File: src/rtl/rv_pkg.sv
// Shared rv32 core definitions: register index and data types.
package rv_pkg;

   localparam int unsigned REG_SEL_W = 5;
   localparam int unsigned XLEN      = 32;

   typedef logic [REG_SEL_W-1:0] reg_sel_t;
   typedef logic [XLEN-1:0]      xlen_t;

   localparam reg_sel_t REG_ZERO = REG_SEL_W'(0);

endpackage : rv_pkg

File: src/rtl/regfile_wr_sel_decoder.sv
// Enable-gated N_SEL-bit index to one-hot decoder.
module sel_decoder #(
   parameter int unsigned N_SEL = 5
) (
   input  logic                  en,
   input  logic [N_SEL-1:0]      sel,
   output logic [(1<<N_SEL)-1:0] onehot
);

   // One bit set at sel when enabled, all clear otherwise
   always_comb begin
      onehot = '0;
      if (en) begin
         onehot[sel] = 1'b1;
      end
   end

endmodule : sel_decoder

File: src/rtl/regfile_wr.sv
// Integer register file: one write port, two bypassed read ports,
// per-register busy scoreboard with reserve handshake.
module regfile_wr
   import rv_pkg::*;
#(
   parameter int unsigned N_SEL = REG_SEL_W,
   parameter int unsigned WIDTH = XLEN
) (
   input  logic             clk,
   input  logic             rst_n,
   input  logic             wr_en,
   input  logic [N_SEL-1:0] wr_sel,
   input  logic [WIDTH-1:0] wr_data,
   input  logic [N_SEL-1:0] rd_sel_a,
   input  logic [N_SEL-1:0] rd_sel_b,
   output logic [WIDTH-1:0] rd_data_a,
   output logic [WIDTH-1:0] rd_data_b,
   output logic             busy_a,
   output logic             busy_b,
   input  logic             rsv_valid,
   input  logic [N_SEL-1:0] rsv_sel,
   output logic             rsv_ready,
   output logic [N_SEL:0]   busy_cnt
);

   localparam int unsigned N_REG = 1 << N_SEL;
   localparam int unsigned CNT_W = N_SEL + 1;
   localparam logic [N_SEL-1:0] SEL_ZERO = N_SEL'(REG_ZERO);

   logic [WIDTH-1:0] regs [N_REG];
   logic [N_REG-1:0] busy;
   logic [N_REG-1:0] busy_next;
   logic [N_REG-1:0] wr_oh;
   logic [N_REG-1:0] rsv_oh;
   logic [CNT_W-1:0] cnt_next;
   logic             wr_live;
   logic             rsv_take;

   assign wr_live  = wr_en && (wr_sel != SEL_ZERO);
   assign rsv_take = rsv_valid && rsv_ready && (rsv_sel != SEL_ZERO);

   sel_decoder #(.N_SEL(N_SEL)) u_wr_dec (
      .en     (wr_live),
      .sel    (wr_sel),
      .onehot (wr_oh)
   );

   sel_decoder #(.N_SEL(N_SEL)) u_rsv_dec (
      .en     (rsv_take),
      .sel    (rsv_sel),
      .onehot (rsv_oh)
   );

   // Reservation is blocked only by a pending write not retiring this cycle
   always_comb begin
      rsv_ready = (rsv_sel == SEL_ZERO) || !busy[rsv_sel] ||
                  (wr_en && (wr_sel == rsv_sel));
   end

   // Read port A: zero register, then write-through bypass, then storage
   always_comb begin
      rd_data_a = '0;
      busy_a    = 1'b0;
      if (rd_sel_a != SEL_ZERO) begin
         if (wr_en && (wr_sel == rd_sel_a)) begin
            rd_data_a = wr_data;
         end else begin
            rd_data_a = regs[rd_sel_a];
            busy_a    = busy[rd_sel_a];
         end
      end
   end

   // Read port B: same rules as port A
   always_comb begin
      rd_data_b = '0;
      busy_b    = 1'b0;
      if (rd_sel_b != SEL_ZERO) begin
         if (wr_en && (wr_sel == rd_sel_b)) begin
            rd_data_b = wr_data;
         end else begin
            rd_data_b = regs[rd_sel_b];
            busy_b    = busy[rd_sel_b];
         end
      end
   end

   // Next scoreboard: write clears, then reserve sets, so a new owner wins
   always_comb begin
      busy_next = (busy & ~wr_oh) | rsv_oh;
      cnt_next  = '0;
      for (int unsigned i = 0; i < N_REG; i++) begin
         cnt_next = cnt_next + CNT_W'(busy_next[i]);
      end
   end

   // Scoreboard and its population count
   always_ff @(posedge clk or negedge rst_n) begin
      if (!rst_n) begin
         busy     <= '0;
         busy_cnt <= '0;
      end else begin
         busy     <= busy_next;
         busy_cnt <= cnt_next;
      end
   end

   // Storage: at most one entry written per cycle via the one-hot enable
   always_ff @(posedge clk or negedge rst_n) begin
      if (!rst_n) begin
         for (int unsigned i = 0; i < N_REG; i++) begin
            regs[i] <= '0;
         end
      end else begin
         for (int unsigned i = 0; i < N_REG; i++) begin
            if (wr_oh[i]) begin
               regs[i] <= wr_data;
            end
         end
      end
   end

endmodule : regfile_wr

File: config.mk
export PLATFORM = sky130hd
export DESIGN_NAME = regfile_wr
export DESIGN_NICKNAME = d
export VERILOG_FILES = /design/src/rtl/rv_pkg.sv /design/src/rtl/regfile_wr_sel_decoder.sv /design/src/rtl/regfile_wr.sv
export SDC_FILE = /design/constraint.sdc
export NUM_CORES = 2
export LEC_CHECK = 0
export CORE_MARGIN = 4
export CORE_UTILIZATION = 56
export DETAILED_ROUTE_END_ITERATION = 6
export PLACE_DENSITY = 0.76
export SYNTH_ARGS = -nofsm -noshare
export SYNTH_HDL_FRONTEND = slang
export SYNTH_SLANG_ARGS = --single-unit
export TNS_END_PERCENT = 50
File: constraint.sdc
create_clock -name clk -period 5.64 [get_ports clk]
set_input_delay 0.564 -clock clk [delete_from_list [all_inputs] [get_ports clk]]
set_output_delay 0.564 -clock clk [all_outputs]
set_load 0.05 [all_outputs]
After elaboration in Yosys (flattened, before gate mapping)
Cells that the tools add are included.
{ "classes": {"addsub": 31, "magnitude_cmp": 8, "n_eq_ne": 3, "n_mux": 26, "bitwise": 5, "n_reduce_logical": 16} }
{ "ops": {"columns": ["op", "n"], "rows": [
  ["$bmux 32 s5", 2],
  ["$mux 32", 10],
  ["$add 6x1->6", 26],
  ["$and 32x32->32", 1],
  ["$not 32->32", 1],
  ["$or 32x32->32", 1],
  ["$lt 5x6->1 const B", 4],
  ["$reduce_bool 5->1", 4],
  ["$bmux 1 s5", 3],
  ["$eq 5x5->1", 3],
  ["$ge 6x6->1 const B", 2],
  ["$not 5->6", 2],
  ["$demux 1 s5", 2],
  ["$ge 5x1->1 const B", 2],
  ["$mux 1", 9],
  ["$logic_and 1x1->1", 8],
  ["$add 5x1->6", 1],
  ["$add 4x1->5", 1],
  ["$logic_not 5->1", 1],
  ["$add 3x1->4", 1],
  ["$add 2x1->3", 1],
  ["$add 1x1->2", 1],
  ["$logic_or 1x1->1", 2],
  ["$logic_not 1->1", 1]
]} }
{ "word_totals": {"ff_bits": 1062, "inputBits": 56, "output_inout_bits": 73, "wordCells": 123} }

Longest topological paths before layout
{ "depth": {"depth_word": 40, "mapped_depth": 24, "mapped_depth_nobuf": 21} }

Cells and area by module
From an unflattened synthesis, not the netlist that was laid out.
{ "unflattened": {"cells_unflattened": 4058, "area_unflattened_um2": 58615.0} }
{ "by_module_without_submodules": {"columns": ["module", "instances", "cells_per_inst", "area_each_um2", "seq_area_each_um2"], "rows": [
  ["regfile_wr", 1, 3964, 58154.5, 26575.5],
  ["sel_decoder", 2, 47, 230.2, 0.0]
]} }

Worst setup path before layout
No wires, ideal clock.
{ "synth_timing": {"kind": "input -> register", "startpoint": "in rsv_sel[0]", "endpoint": "reg busy_cnt[4]", "setup_ns": 0.123, "arrival_time_ns": 6.243, "t_required_ns": 5.517, "setup_slack_ns": -0.726, "stages": 24, "path_buffers": 3, "cell_sequence": "buf_6 buf_6 mux2i_1 o22ai_1 or4_4 a21oi_4 buf_4 a32oi_1 fa_1 fa_1 inv_1 fa_1 inv_1 fa_1 fa_1 fa_1 inv_1 ha_1 inv_1 fa_1 inv_1 a21o_1 a21oi_1 xnor2_1"} }
{ "synth_via": {"elab_chain_len": 40, "elab_cells_between_ends": 49, "cone_classes": "31 x add/sub; 2 x order compare; 1 x eq/ne; 5 x mux; 1 x bitwise; 9 x reduce/logical"} }
{ "synth_rtl": {"columns": ["item", "line", "rtl"], "rows": [
  ["start, declared", "regfile_wr.sv:21", "input logic [N_SEL-1:0] rsv_sel,"],
  ["$bmux 1 s5", "regfile_wr.sv:56", "rsv_ready = (rsv_sel == SEL_ZERO) || !busy[rsv_sel] ||"],
  ["$mux 1 (implied by the code)", "regfile_wr.sv:56", null],
  ["$logic_not 1->1", "regfile_wr.sv:56", null],
  ["$logic_or 1x1->1 (2 in series)", "regfile_wr.sv:56", null],
  ["$logic_and 1x1->1 (2 in series)", "regfile_wr.sv:40", "assign rsv_take = rsv_valid && rsv_ready && (rsv_sel != SEL_ZERO);"],
  ["$mux 32 *", "regfile_wr_sel_decoder.sv:13", "if (en) begin"],
  ["$or 32x32->32 *", "regfile_wr.sv:90", "busy_next = (busy & ~wr_oh) | rsv_oh;"],
  ["$add 1x1->2", "regfile_wr.sv:93", "cnt_next = cnt_next + CNT_W'(busy_next[i]);"],
  ["$add 2x1->3", "regfile_wr.sv:93", null],
  ["$add 3x1->4", "regfile_wr.sv:93", null],
  ["$add 4x1->5", "regfile_wr.sv:93", null],
  ["$add 5x1->6", "regfile_wr.sv:93", null],
  ["$add 6x1->6 (25 in series)", "regfile_wr.sv:93", null],
  ["$add 6x1->6 *", "regfile_wr.sv:93", null],
  ["named net cnt_next[4]", "regfile_wr.sv:35", "logic [CNT_W-1:0] cnt_next;"],
  ["end signal, assigned", "regfile_wr.sv:104", "busy_cnt <= cnt_next;"],
  ["end, declared", "regfile_wr.sv:23", "output logic [N_SEL:0] busy_cnt"]
]} }
The timed path passes the listed nets; every way through them passes the cells marked *. The select of a mux whose other input is x is not followed.
A chain may end at the register's enable or synchronous reset.

Worst setup path after layout
{ "layout_timing": {"startpoint": "in rsv_sel[4]", "endpoint": "reg busy_cnt[4]"} }
Same word-level chain as after synthesis.

==> out/metrics.cfg <==
[yosys]
synthTopCellsByArea = dfrtp_1, mux4_2, mux2_2
syn_nets = 4659
synth_seq_cells = 1062
synth.yosys.seq_area_share = 0.4546
ys.flop_type = dfrtp_1
synth_cells = 4572
yosysWarningCount = 0
yosys.area.top_type_share = 0.4546
synth_edf_count = 0
ys_types = 64
synth_most_common_cell = dfrtp_1
synthArstFlopShare = 1.000
avgSynthCellArea_sq_um = 12.79
synthTopCellsByCount = dfrtp_1, nand2_1, mux2_2, mux4_2, clkbuf_1
netlist_area_sq_mm = 0.05846
synth_area_leader_cell = dfrtp_1

[pwr]
switchingPower_mw = 8.680
powerDensity_mw_per_mm2 = 417.2
p_int_mw = 18.86
clkPwrFrac = 0.291
power_frac_seq = 0.371
switching_share = 0.3152
ir_drop_uv = 1046
leakagePower_nw = 29.64
pwr-share-comb = 0.338

[critical_path]
cp_max_fo = 13
cp-start-kind = input port
crit_type = input port to flip-flop
cp-end-kind = flip-flop
critical_path.startpoint = rsv_sel[4]
r2r_start = busy[17]
cp_data_arrival_time_ns = 6.62
required_ns = 6.24
reg2reg_depth = 22

[clock_tree]
cts_sinks = 1062
cts_tree = done
htreeDepth = 3
clockRootBuffer = clkbuf_16
clkTransAtPathRegs_ns = 0.06
clk_latency_ns = 0.72
cts_made_buffers = 113
cts_buffer_depth = 3

[routing]
vias = 43014
top_layer_used = met5
antenna_left = 0
postRouteWirelength_um = 190900
drt-initial-drc-count = 5535
routed-wl-met2_um = 85480
drcViolationCount = 24
first_pass_iters = 7
wl_per_cell_um = 31.35
via_per_inst = 7.065
wl_met3_um = 23900
wl_met1_um = 71100

[worst_hold_path]
holdPathStages = 3
hold_path.class = input port to flip-flop
hold_start = rsv_sel[0]

[timing]
tns_ns = -1.343
fin_crit_sh = 1.066
final_hold_viol_count = 0
fin_hold_ws_ns = 0.3655
fmax_ghz = 0.1663
finalMaxSlewViolations = 0
finalSetupViolCount = 5
worst_pin_slew_ns = 1.283
layout_setup_ws_ns = -0.3744
relSlewSlack = 0.1418
finClkSkew_ns = 0.01370
rsz0062_at_grt = true
period_needed_ns = 6.014

[floorplanning]
chipWidth_um = 331.1
die_h_um = 331.1
core_area_sq_mm = 0.1036
start_util = 0.5640
die_area_sq_mm = 0.1096
io_pins = 129
row_count = 118

[placed_design]
place_hpwl_um = 110300
place_inst = 5870
gp_congestion = 0.9518
numPortBuffers = 128

[global_routing]
grt_antenna_before_repair = 2
grt_max_degree = 176
grt_pass1_wl_um = 283600
overflow = 0
grt_pass1_vias = 43636
grtUsageTotal = 0.3494

[final_layout]
drive_above_1_share = 0.3751
area_delta_synth_final_pct = 12.93
final_net_count = 4696
fin_cells = 6088

[run_status]
violations = DRC, setup timing
outcome = complete, but fails checks

[flow_run]
max_cap_violations = 0

[final cells by class]
type                    count  area [sq um]
fillers                  7652         37630
multi-input cells        2994         29890
flip-flops and latches   1062         26580
repair buffers            401          3694
clock buffers             169          3349
well taps                1380          1727
clock inverters            43         639.4
inverters                  37         140.1
diodes                      2         5.005
[worst max-delay path: stages]
cell and delay (ns):
clkdlybuf4s50_1 0.45, buf_4 0.19, or3b_4 0.17, o22ai_1 0.11, or4_4 0.59, a21oi_4 0.16, buf_12 0.16, a32oi_2 0.12
fa_1 0.54, inv_1 0.06, fa_1 0.47, inv_1 0.05, fa_1 0.52, fa_1 0.58, fa_1 0.44, fa_1 0.46
inv_1 0.07, ha_2 0.18, inv_2 0.04, fa_2 0.33, inv_1 0.06, a21o_1 0.12, a21oi_2 0.06, xnor2_1 0.12
[layer usage]
layer / up-vias / global-route usage
met5: - / 0
met4: 2 / 0.1665
met3: 678 / 0.1181
met2: 2937 / 0.5201
met1: 22331 / 0.4659
li1: 17066 / -
[timing repair]
action	CTS	global route
resized for setup	9	4
setup buffers	0	3
hold buffers	1	0
endpoints found under the hold margin	68	0
pin swaps	8	3
endpoints found under the setup margin	5	5
[flip-flops by register name, summed over array words and instances, names as in the netlist]
signal and flops:
busy 32, regs 1024, busy_cnt 6
[through the flow]
| step | total power [mW] | worst slack [ns] | utilization | cell area, sq um |
|---|---|---|---|---|
| after floorplan | 16.15 | -0.5482 | - | 58530 |
| after global placement | 18.91 | -1.331 | 0.5976 | 61940 |
| after global routing | 28.95 | -0.5324 | 0.6369 | 66010 |
| after detailed placement | 19.22 | -1.350 | 0.5976 | 61940 |
| final | 27.54 | -0.3744 | 0.6369 | 66020 |
| after CTS | 27.28 | -0.4021 | 0.6365 | 65970 |
[cell families after synthesis]
group	synth area share
simple gates	0.07138
mux	0.3615
fa+ha+maj	0.009717
flops	0.4546
buf+inv	0.03957
compound gates	0.06057
xor+xnor	0.002697
[power groups by stage]
stage / clock network [mW] / logic, mW / registers (mW)
finish: 8.00 / 9.31 / 10.2
global route: 8.36 / 10.2 / 10.4
CTS: 8.04 / 9.08 / 10.2
detailed placement: 0 / 8.94 / 10.3
global placement: 0 / 8.76 / 10.2
floorplan: 0 / 6.12 / 10.0
[final timing paths]
kind | slack [ns] | end
worst max-delay path | -0.37 | busy_cnt[4]
worst min-delay path | 0.37 | busy[7]
worst max register to register | -0.36 | busy_cnt[4]
worst min register to register | 0.39 | regs[992]
max in group asynchronous | 3.64 | regs[500]
min in group asynchronous | 0.40 | busy_cnt[1]
[cell usage in the layout, fill, tap and decap left out, types with 21 or more instances in the layout]
| master | n |
|---|---|
| a211oi_1 | 30 |
| a21oi_1 | 33 |
| a221oi_1 | 32 |
| a22o_1 | 52 |
| a22oi_1 | 42 |
| buf_12 | 40 |
| buf_4 | 288 |
| clkbuf_1 | 26 |
| clkbuf_16 | 114 |
| clkbuf_8 | 29 |
| clkdlybuf4s50_1 | 60 |
| dfrtp_1 | 1062 |
| fa_1 | 23 |
| inv_1 | 32 |
| mux2_1 | 111 |
| mux2_2 | 710 |
| mux2i_1 | 180 |
| mux4_2 | 446 |
| nand2_1 | 734 |
| nand2_2 | 22 |
| nand3_1 | 33 |
| nor2_1 | 80 |
| nor3_1 | 21 |
| o211ai_1 | 22 |
| o21ai_0 | 28 |
| o21ai_1 | 31 |
| o22ai_1 | 94 |
(Power assumes the default switching activity.)
